File: src/rtl/mesh_link_pipe.sv
// mesh_link_pipe
// ----------------------------------------------------------------------------
// Multi-link, credit-based inter-router link stage. Each link gets LINK_STAGES
// register slices on the forward flit path {data, dest, is_tail, send} and the
// same number on the backward credit path. LINK_STAGES = 0 is a plain wire.
// Each link also carries a protocol monitor on the upstream side:
//   - a credit counter (pool = FLIT_BUFFER_DEPTH) fed by send_in / credit_out,
//   - a packet framing FSM (IDLE / IN_PKT) fed by send_in,
//   - sticky error flags cleared by err_clear.
// The monitor never alters the datapath outputs.
//
// Handshake: send_in / send_out are pure valid strobes with no ready; the
// upstream router may only send while it holds a credit, and credit_in /
// credit_out are single-cycle strobes each returning one buffer slot.
//
// Optional feature (macro MESH_LINK_STATS_EN): adds flit_count / pkt_count,
// 32-bit saturating per-link counters of downstream traffic.
//
// Ports:
//   clk, rst_n                 clock, asynchronous active-low reset
//   data_in/dest_in/is_tail_in/send_in   flit from upstream router
//   data_out/dest_out/is_tail_out/send_out  flit to downstream router
//   credit_in                  credit from downstream router
//   credit_out                 delayed credit to upstream router
//   err_clear                  synchronous clear of all sticky flags
//   credit_ovf_err             send seen with zero credits
//   credit_unf_err             credit returned with pool already full
//   framing_err                destination changed inside a packet
//   flit_count, pkt_count      (MESH_LINK_STATS_EN only) traffic counters
//   dbg_pkt_state              per-link framing FSM state (1 = IN_PKT)
//   dbg_credit_cnt             per-link credit counter value
// ----------------------------------------------------------------------------
module mesh_link_pipe #(
  parameter int NUM_LINKS         = 4,
  parameter int FLIT_WIDTH        = 128,
  parameter int DEST_WIDTH        = 4,
  parameter int LINK_STAGES       = 2,
  parameter int FLIT_BUFFER_DEPTH = 4
) (
  input  logic                    clk,
  input  logic                    rst_n,
  input  logic [FLIT_WIDTH-1:0]   data_in     [NUM_LINKS],
  input  logic [DEST_WIDTH-1:0]   dest_in     [NUM_LINKS],
  input  logic [NUM_LINKS-1:0]    is_tail_in,
  input  logic [NUM_LINKS-1:0]    send_in,
  output logic [NUM_LINKS-1:0]    credit_out,
  output logic [FLIT_WIDTH-1:0]   data_out    [NUM_LINKS],
  output logic [DEST_WIDTH-1:0]   dest_out    [NUM_LINKS],
  output logic [NUM_LINKS-1:0]    is_tail_out,
  output logic [NUM_LINKS-1:0]    send_out,
  input  logic [NUM_LINKS-1:0]    credit_in,
  input  logic                    err_clear,
  output logic [NUM_LINKS-1:0]    credit_ovf_err,
  output logic [NUM_LINKS-1:0]    credit_unf_err,
  output logic [NUM_LINKS-1:0]    framing_err,
`ifdef MESH_LINK_STATS_EN
  output logic [31:0]             flit_count  [NUM_LINKS],
  output logic [31:0]             pkt_count   [NUM_LINKS],
`endif
  output logic [NUM_LINKS-1:0]    dbg_pkt_state,
  output logic [$clog2(FLIT_BUFFER_DEPTH+1)-1:0] dbg_credit_cnt [NUM_LINKS]
);

  localparam int CW = $clog2(FLIT_BUFFER_DEPTH + 1);
  localparam logic [CW-1:0] CNT_FULL = CW'(FLIT_BUFFER_DEPTH);

  // --------------------------------------------------------------------------
  // Datapath: forward flit slices and backward credit slices
  // --------------------------------------------------------------------------
  if (LINK_STAGES == 0) begin : g_bypass
    assign data_out    = data_in;
    assign dest_out    = dest_in;
    assign is_tail_out = is_tail_in;
    assign send_out    = send_in;
    assign credit_out  = credit_in;
  end else begin : g_pipe
    typedef struct packed {
      logic [FLIT_WIDTH-1:0] data;
      logic [DEST_WIDTH-1:0] dest;
      logic                  tail;
      logic                  send;
    } flit_t;

    flit_t                fwd_q [LINK_STAGES][NUM_LINKS];
    flit_t                fwd_d [LINK_STAGES][NUM_LINKS];
    logic [NUM_LINKS-1:0] crd_q [LINK_STAGES];
    logic [NUM_LINKS-1:0] crd_d [LINK_STAGES];

    // Slices are unconditional: credits guarantee downstream space, so there
    // is never a reason to stall.
    always_comb begin
      for (int l = 0; l < NUM_LINKS; l++) begin
        fwd_d[0][l] = '{data: data_in[l], dest: dest_in[l],
                        tail: is_tail_in[l], send: send_in[l]};
      end
      crd_d[0] = credit_in;
      for (int s = 1; s < LINK_STAGES; s++) begin
        fwd_d[s] = fwd_q[s-1];
        crd_d[s] = crd_q[s-1];
      end
    end

    always_ff @(posedge clk or negedge rst_n) begin
      if (!rst_n) begin
        for (int s = 0; s < LINK_STAGES; s++) begin
          for (int l = 0; l < NUM_LINKS; l++) begin
            fwd_q[s][l] <= '0;
          end
          crd_q[s] <= '0;
        end
      end else begin
        fwd_q <= fwd_d;
        crd_q <= crd_d;
      end
    end

    always_comb begin
      for (int l = 0; l < NUM_LINKS; l++) begin
        data_out[l]    = fwd_q[LINK_STAGES-1][l].data;
        dest_out[l]    = fwd_q[LINK_STAGES-1][l].dest;
        is_tail_out[l] = fwd_q[LINK_STAGES-1][l].tail;
        send_out[l]    = fwd_q[LINK_STAGES-1][l].send;
      end
    end

    assign credit_out = crd_q[LINK_STAGES-1];
  end

  // --------------------------------------------------------------------------
  // Credit monitor (upstream view: send_in consumes, credit_out returns)
  // --------------------------------------------------------------------------
  logic [CW-1:0]        cnt_q [NUM_LINKS];
  logic [CW-1:0]        cnt_d [NUM_LINKS];
  logic [NUM_LINKS-1:0] ovf_set, unf_set;

  always_comb begin
    for (int l = 0; l < NUM_LINKS; l++) begin
      cnt_d[l]   = cnt_q[l];
      ovf_set[l] = 1'b0;
      unf_set[l] = 1'b0;
      // A send and a returning credit in the same cycle cancel out.
      if (send_in[l] && !credit_out[l]) begin
        if (cnt_q[l] == '0) ovf_set[l] = 1'b1;
        else                cnt_d[l]   = cnt_q[l] - CW'(1);
      end else if (credit_out[l] && !send_in[l]) begin
        if (cnt_q[l] == CNT_FULL) unf_set[l] = 1'b1;
        else                      cnt_d[l]   = cnt_q[l] + CW'(1);
      end
    end
  end

  // --------------------------------------------------------------------------
  // Framing FSM
  // --------------------------------------------------------------------------
  typedef enum logic {IDLE = 1'b0, IN_PKT = 1'b1} pkt_state_e;

  pkt_state_e           state_q    [NUM_LINKS];
  pkt_state_e           state_d    [NUM_LINKS];
  logic [DEST_WIDTH-1:0] dest_lat_q [NUM_LINKS];
  logic [DEST_WIDTH-1:0] dest_lat_d [NUM_LINKS];
  logic [NUM_LINKS-1:0]  frm_set;

  always_ff @(posedge clk or negedge rst_n) begin
    if (!rst_n) begin
      for (int l = 0; l < NUM_LINKS; l++) state_q[l] <= IDLE;
    end else begin
      state_q <= state_d;
    end
  end

  always_comb begin
    for (int l = 0; l < NUM_LINKS; l++) begin
      state_d[l]    = state_q[l];
      dest_lat_d[l] = dest_lat_q[l];
      frm_set[l]    = 1'b0;
      if (send_in[l]) begin
        case (state_q[l])
          IDLE: begin
            // Tail-only flits are complete packets and leave us in IDLE.
            if (!is_tail_in[l]) begin
              dest_lat_d[l] = dest_in[l];
              state_d[l]    = IN_PKT;
            end
          end
          IN_PKT: begin
            if (dest_in[l] != dest_lat_q[l]) frm_set[l] = 1'b1;
            if (is_tail_in[l])               state_d[l] = IDLE;
          end
          default: state_d[l] = IDLE;
        endcase
      end
    end
  end

  // --------------------------------------------------------------------------
  // Sticky flags: a new error in the clear cycle keeps the flag set.
  // --------------------------------------------------------------------------
  logic [NUM_LINKS-1:0] ovf_q, ovf_d, unf_q, unf_d, frm_q, frm_d;

  always_comb begin
    ovf_d = (err_clear ? '0 : ovf_q) | ovf_set;
    unf_d = (err_clear ? '0 : unf_q) | unf_set;
    frm_d = (err_clear ? '0 : frm_q) | frm_set;
  end

  always_ff @(posedge clk or negedge rst_n) begin
    if (!rst_n) begin
      for (int l = 0; l < NUM_LINKS; l++) begin
        cnt_q[l]      <= CNT_FULL;
        dest_lat_q[l] <= '0;
      end
      ovf_q <= '0;
      unf_q <= '0;
      frm_q <= '0;
    end else begin
      cnt_q      <= cnt_d;
      dest_lat_q <= dest_lat_d;
      ovf_q      <= ovf_d;
      unf_q      <= unf_d;
      frm_q      <= frm_d;
    end
  end

  assign credit_ovf_err = ovf_q;
  assign credit_unf_err = unf_q;
  assign framing_err    = frm_q;
  assign dbg_credit_cnt = cnt_q;

  always_comb begin
    for (int l = 0; l < NUM_LINKS; l++) begin
      dbg_pkt_state[l] = (state_q[l] == IN_PKT);
    end
  end

`ifdef MESH_LINK_STATS_EN
  // --------------------------------------------------------------------------
  // Downstream traffic statistics (saturating)
  // --------------------------------------------------------------------------
  logic [31:0] flit_cnt_q [NUM_LINKS];
  logic [31:0] flit_cnt_d [NUM_LINKS];
  logic [31:0] pkt_cnt_q  [NUM_LINKS];
  logic [31:0] pkt_cnt_d  [NUM_LINKS];

  always_comb begin
    for (int l = 0; l < NUM_LINKS; l++) begin
      flit_cnt_d[l] = flit_cnt_q[l];
      pkt_cnt_d[l]  = pkt_cnt_q[l];
      if (err_clear) begin
        flit_cnt_d[l] = '0;
        pkt_cnt_d[l]  = '0;
      end else if (send_out[l]) begin
        if (flit_cnt_q[l] != '1) flit_cnt_d[l] = flit_cnt_q[l] + 32'd1;
        if (is_tail_out[l] && pkt_cnt_q[l] != '1) pkt_cnt_d[l] = pkt_cnt_q[l] + 32'd1;
      end
    end
  end

  always_ff @(posedge clk or negedge rst_n) begin
    if (!rst_n) begin
      for (int l = 0; l < NUM_LINKS; l++) begin
        flit_cnt_q[l] <= '0;
        pkt_cnt_q[l]  <= '0;
      end
    end else begin
      flit_cnt_q <= flit_cnt_d;
      pkt_cnt_q  <= pkt_cnt_d;
    end
  end

  assign flit_count = flit_cnt_q;
  assign pkt_count  = pkt_cnt_q;
`endif

endmodule

File: config.mk
export PLATFORM = sky130hd
export DESIGN_NAME = mesh_link_pipe
export DESIGN_NICKNAME = d
export VERILOG_FILES = /design/src/rtl/mesh_link_pipe.sv
export SDC_FILE = /design/constraint.sdc
export NUM_CORES = 1
export LEC_CHECK = 0
export ABC_AREA = 1
export CAP_MARGIN = 20
export CELL_PAD_IN_SITES_DETAIL_PLACEMENT = 1
export CELL_PAD_IN_SITES_GLOBAL_PLACEMENT = 1
export CORE_AREA = 2 2 438 440
export CTS_CLUSTER_DIAMETER = 30
export CTS_CLUSTER_SIZE = 16
export DETAILED_ROUTE_END_ITERATION = 12
export DIE_AREA = 0 0 440 442
export HOLD_SLACK_MARGIN = 0.08
export MAX_ROUTING_LAYER = met4
export PLACE_DENSITY = 0.39
export SLEW_MARGIN = 20
export SYNTH_ARGS = -nofsm -noshare
export SYNTH_HDL_FRONTEND = slang
export SYNTH_SLANG_ARGS = --single-unit
File: constraint.sdc
create_clock -name clk -period 2.66 [get_ports clk]
set_clock_uncertainty 0.05 [all_clocks]
set_input_delay 0.399 -clock clk [delete_from_list [all_inputs] [get_ports clk]]
set_output_delay 0.399 -clock clk [all_outputs]
set_load 0.05 [all_outputs]
## After elaboration in Yosys (flattened, before gate mapping)

Index checks and enable logic that the tools add are counted.
W data, S select, Z words.

- Register bits: 1,124
- Output and inout bits: 568
- Word-level logic and storage cells: 171

- Add/sub/neg operators: 8
- Equality and inequality tests: 16
- Multiplexer cells: 55
- Bitwise logic cells: 11
- Reductions and logical operators: 32

Operators with widths:

| kind | count |
|---|---|
| $mux W3 | 16 |
| $mux W1 | 36 |
| $reduce_and A3 Y1 | 8 |
| $ne A2 B2 Y1 const B | 8 |
| $ne A4 B4 Y1 | 4 |
| $add A3 B1 Y3 const B | 4 |
| $eq A3 B3 Y1 const B | 4 |
| $logic_not A3 Y1 | 4 |
| $mux W4 | 3 |
| $or A4 B4 Y4 | 3 |
| $sub A3 B1 Y3 const B | 4 |
| $logic_and A1 B1 Y1 | 8 |
| $logic_not A1 Y1 | 8 |
| $not A1 Y1 | 8 |
| $reduce_bool A2 Y1 | 4 |

## Longest topological paths before layout

- Depth in word-level cells: 5
- Mapped depth: 9
- Mapped depth without buffers: 9

## Worst setup path after synthesis

No wires, ideal clock.

- Path kind: reg2reg
- Start: register g_pipe.crd_q (netlist bit credit_out[3])
- End: register cnt_q (netlist bit dbg_credit_cnt[1])
- Library setup time: 0.076 ns
- Arrival time: 1.523 ns
- Required time: 2.534 ns
- Setup slack: 1.011 ns
- Cell stages (with the launch flop): 6
- Path buffers: 0
- Cell sequence: dfrtp_1 -> inv_1 -> ha_1 -> inv_2 -> fa_1 -> o21ai_1

- Longest elaborated chain between the ends: 4

Ends and longest elaborated chain:

| item | RTL line | text |
|---|---|---|
| from (decl) | 86 | `logic [NUM_LINKS-1:0] crd_q [LINK_STAGES];` |
| from (signal assigned) | 113 | `crd_q <= crd_d;` |
| $logic_not A1 Y1 | 142 | `if (send_in[l] && !credit_out[l]) begin` |
| $logic_and A1 B1 Y1 | 142 |  |
| $ne A2 B2 Y1 (no line) or $reduce_bool A2 Y1 (tied branches) | n/a |  |
| $reduce_and A3 Y1 (no line) | n/a |  |
| to (signal assigned) | 216 | `cnt_q <= cnt_d;` |
| to (decl) | 132 | `logic [CW-1:0] cnt_q [NUM_LINKS];` |

Several ways; a longest one is shown, not always the timed one.
A chain may end at the register's enable or synchronous reset.

## Final worst setup path

- Start: register g_pipe.fwd_q (netlist bit data_out[179])
- End: output port data_out[179] in the netlist's numbering

RTL lines:

| item | RTL line | text |
|---|---|---|
| from (decl) | 84 | `flit_t fwd_q [LINK_STAGES][NUM_LINKS];` |
| from (signal assigned) | 112 | `fwd_q <= fwd_d;` |
| to (decl) | 47 | `output logic [FLIT_WIDTH-1:0] data_out [NUM_LINKS],` |

No word-level cell between the ends.

==> impl_metrics.py <==
metrics = {
    "run_status": {
        "status": "complete, no violations",
    },
    "yosys": {
        "syn_area_um2": 29510,
        "synth-seq-area-share_pct": 95.32,
        "synth_top_family_by_area": "simple AND/OR/NAND/NOR gates",
        "synth_largest_area_cell": "dfrtp_1",
        "ys_warn_count": 0,
        "synth_edf_count": 0,
        "synthSimpleGateAreaFrac_pct": 2.493,
        "async_flop_share_pct": 100.0,
        "netlist_instances": 1430,
        "synth_ff_type": "dfrtp_1",
        "ys_ff_latch": 1124,
        "avgSynthCellArea_um2": 20.64,
        "synth_top_area_share_pct": 94.97,
        "synth_compound_area_share_pct": 0.5257,
        "synthTopCellsByArea": "dfrtp_1 95%, nand2_1 1.8%, inv_1 0.94%, o21ai_0 0.41%, dfstp_2 0.36%",
        "synth_most_common_cell": "dfrtp_1",
        "synth_xor_area_share_pct": 0,
        "synth_common_cells": "1120 x dfrtp_1, 144 x nand2_1, 74 x inv_1",
        "synthMuxAreaShare_pct": 0,
        "ys_types": 15,
        "synth_nets": 1985,
        "synth-adder-area-share_pct": 0.6105,
    },
    "route": {
        "dr.pass1.iters": 4,
        "drc_errors": 0,
        "avgViaCountPerCell": 3.209,
        "ant_nets": 0,
        "drtIter0Drc": 717,
        "routed_wl_um": 132500,
        "vias": 19990,
        "avgRoutedWirePerCell_um": 21.26,
    },
    "place": {
        "dpl.cell_count": 5101,
        "portBuffers": 1110,
        "placed_cell_area_um2": 44400,
        "gp_congestion": 0.8377,
        "dp_hpwl_um": 100900,
    },
    "cells_and_area": {
        "finalNetCount": 4011,
        "finalNonFillerCells": 6230,
        "final_area_um2": 60870,
        "syn_to_final_growth_pct": 106.2,
        "final_layout_size_suffix_gt1_share_pct": 16.19,
    },
    "timing": {
        "min_period_ns": 2.576,
        "post-route-period-util_pct": 96.83,
        "worst_pin_slew_ns": 0.7299,
        "setup_viol": 0,
        "hold_violations": 0,
        "fmax_ghz": 0.3883,
        "setup_tns_ns": 0,
        "slew_headroom_pct": 51.53,
        "report.final.slew_viol_count": 0,
    },
    "worst_setup_path": {
        "start_kind": "register",
        "critPathTopFamily": "buffers and inverters",
        "crit_chain": "clkdlybuf4s50_1",
        "cp.arrival_ns": 2.13,
        "critPathKind": "register to primary output",
        "endpoint_kind": "primary output",
        "cp.required_ns": 2.21,
        "critPathMaxFanout": 1,
        "cp_slowest_stage_delay_ns": 0.89,
        "crit_buf_inv": 1,
        "cp_slowest_cell": "clkdlybuf4s50_1",
    },
    "clock_tree": {
        "clk_pin_slew_ns": 0.05,
        "cts_sinks": 1124,
        "post-cts-setup-buffers": 0,
        "clock_path_buffers": 4,
        "cts_tree": "done",
        "cts-root-buf": "clkbuf_16",
        "cts_inserted_buffers": 323,
        "htree_num_levels": 5,
        "clk_latency_ns": 0.88,
    },
    "grt": {
        "grt_pass1_vias": 23270,
        "overflow": 0,
        "grt_pass1_wl_um": 184400,
        "grt_antenna_before_repair": 58,
        "grtUsageTotal_pct": 14.01,
        "grt_start_max_net_pins": 85,
    },
    "power": {
        "powerDensity_nw_per_um2": 1042,
        "power_leakage_nw": 26.66,
        "peakVddDrop_uv": 458.3,
    },
    "run": {
        "cap_violations": 0,
    },
    "die": {
        "die_width_um": 440,
        "core_um2": 189600,
        "die_area_um2": 194500,
        "initial_core_util_pct": 15.57,
        "die_height_um": 442,
        "rows": 160,
        "ios": 1111,
    },
    "worst_hold_path": {
        "hold_path.class": "primary input to asynchronous set/reset pin",
    },
}
routing by layer:
layer,GRT usage [%],part of all wire [%],vias to the layer above
li1,-,-,8647
met1,14.80,37,10160
met2,23.53,51,870
met3,5.274,8.1,320
met4,5.485,3.4,0
met5,-,0,-
through the flow:
stage | hold WS (ns) | power, mW | worst slack, ns | util (%)
floorplan | 0.05341 | 21.26 | 1.011 | -
global placement | 0.2810 | 24.34 | 0.5287 | 23.42
detailed placement | 0.2855 | 24.37 | 0.5190 | 23.42
CTS | 0.09363 | 64.61 | 0.001813 | 32.06
global route | 0.1322 | 65.96 | -0.0001077 | 32.09
finish | 0.1616 | 63.45 | 0.08442 | 32.11
area by class of cell:
| cell class | instances | area, µm² |
|---|---|---|
| inverters | 81 | 304.0 |
| clock inverters | 146 | 1989 |
| multi-input cells | 224 | 1071 |
| flip-flops and latches | 1124 | 28130 |
| repair buffers | 1702 | 17140 |
| fillers | 19780 | 128700 |
| diodes | 20 | 50.05 |
| clock buffers | 422 | 9039 |
| well taps | 2511 | 3142 |
sequential cells by signal (all words and copies together) (netlist names):
register,flops
credit_unf_err,4
is_tail_out,4
dest_lat_q,16
dbg_credit_cnt,12
dbg_pkt_state,4
g_pipe.crd_d,4
framing_err,4
g_pipe.fwd_d,536
data_out,512
credit_ovf_err,4
credit_out,4
dest_out,16
send_out,4
what timing repair did:
item / CTS / global route
endpoints found under the setup margin: 48 / 12
hold buffers: 541 / 0
gates resized for setup: 48 / 12
hold endpoints to repair: 1505 / 0
report_power, final:
group / total (mW) / switching, mW / internal [mW]
clock network: 38.7 / 11.1 / 27.7
logic: 6.00 / 3.65 / 2.35
registers: 18.7 / 0.506 / 18.2
total: 63.4 / 15.2 / 48.2
cells by family after synthesis:
family	count (synthesis)
flops	1124
simple gates	182
buf+inv	82
compound gates	30
fa+ha+maj	12
worst paths after layout:
| check | from | end | slack [ns] | cells past startpoint |
|---|---|---|---|---|
| worst max-delay path | data_out[179]$_DFF_PN0_ | data_out[179] | 0.08 | 1 |
| worst min-delay path | rst_n | data_out[230]$_DFF_PN0_ | 0.16 | 3 |
| worst max register to register | credit_out[1]$_DFF_PN0_ | dbg_credit_cnt[8]$_DFFE_PN1P_ | 1.05 | 8 |
| worst min register to register | g_pipe.fwd_d[343]$_DFF_PN0_ | data_out[325]$_DFF_PN0_ | 0.25 | 0 |
| max in group asynchronous | rst_n | dest_lat_q[3]$_DFFE_PN0P_ | 1.70 | 4 |
| min in group clk | send_in[1] | g_pipe.fwd_d[268]$_DFF_PN0_ | 0.18 | 2 |
layout by cell type, fill, tap and decap left out, drive strengths merged, types with 18 or more instances in the layout:
cell	n
clkinv	73
o21ai	28
diode	20
nand3	18
dlygate4sd3	540
nand2	152
clkbuf	422
buf	54
inv	95
dlygate4sd2	48
dfrtp	1120
clkdlybuf4s50	1048
bufinv	42
Power figures use the tool's default switching activity.
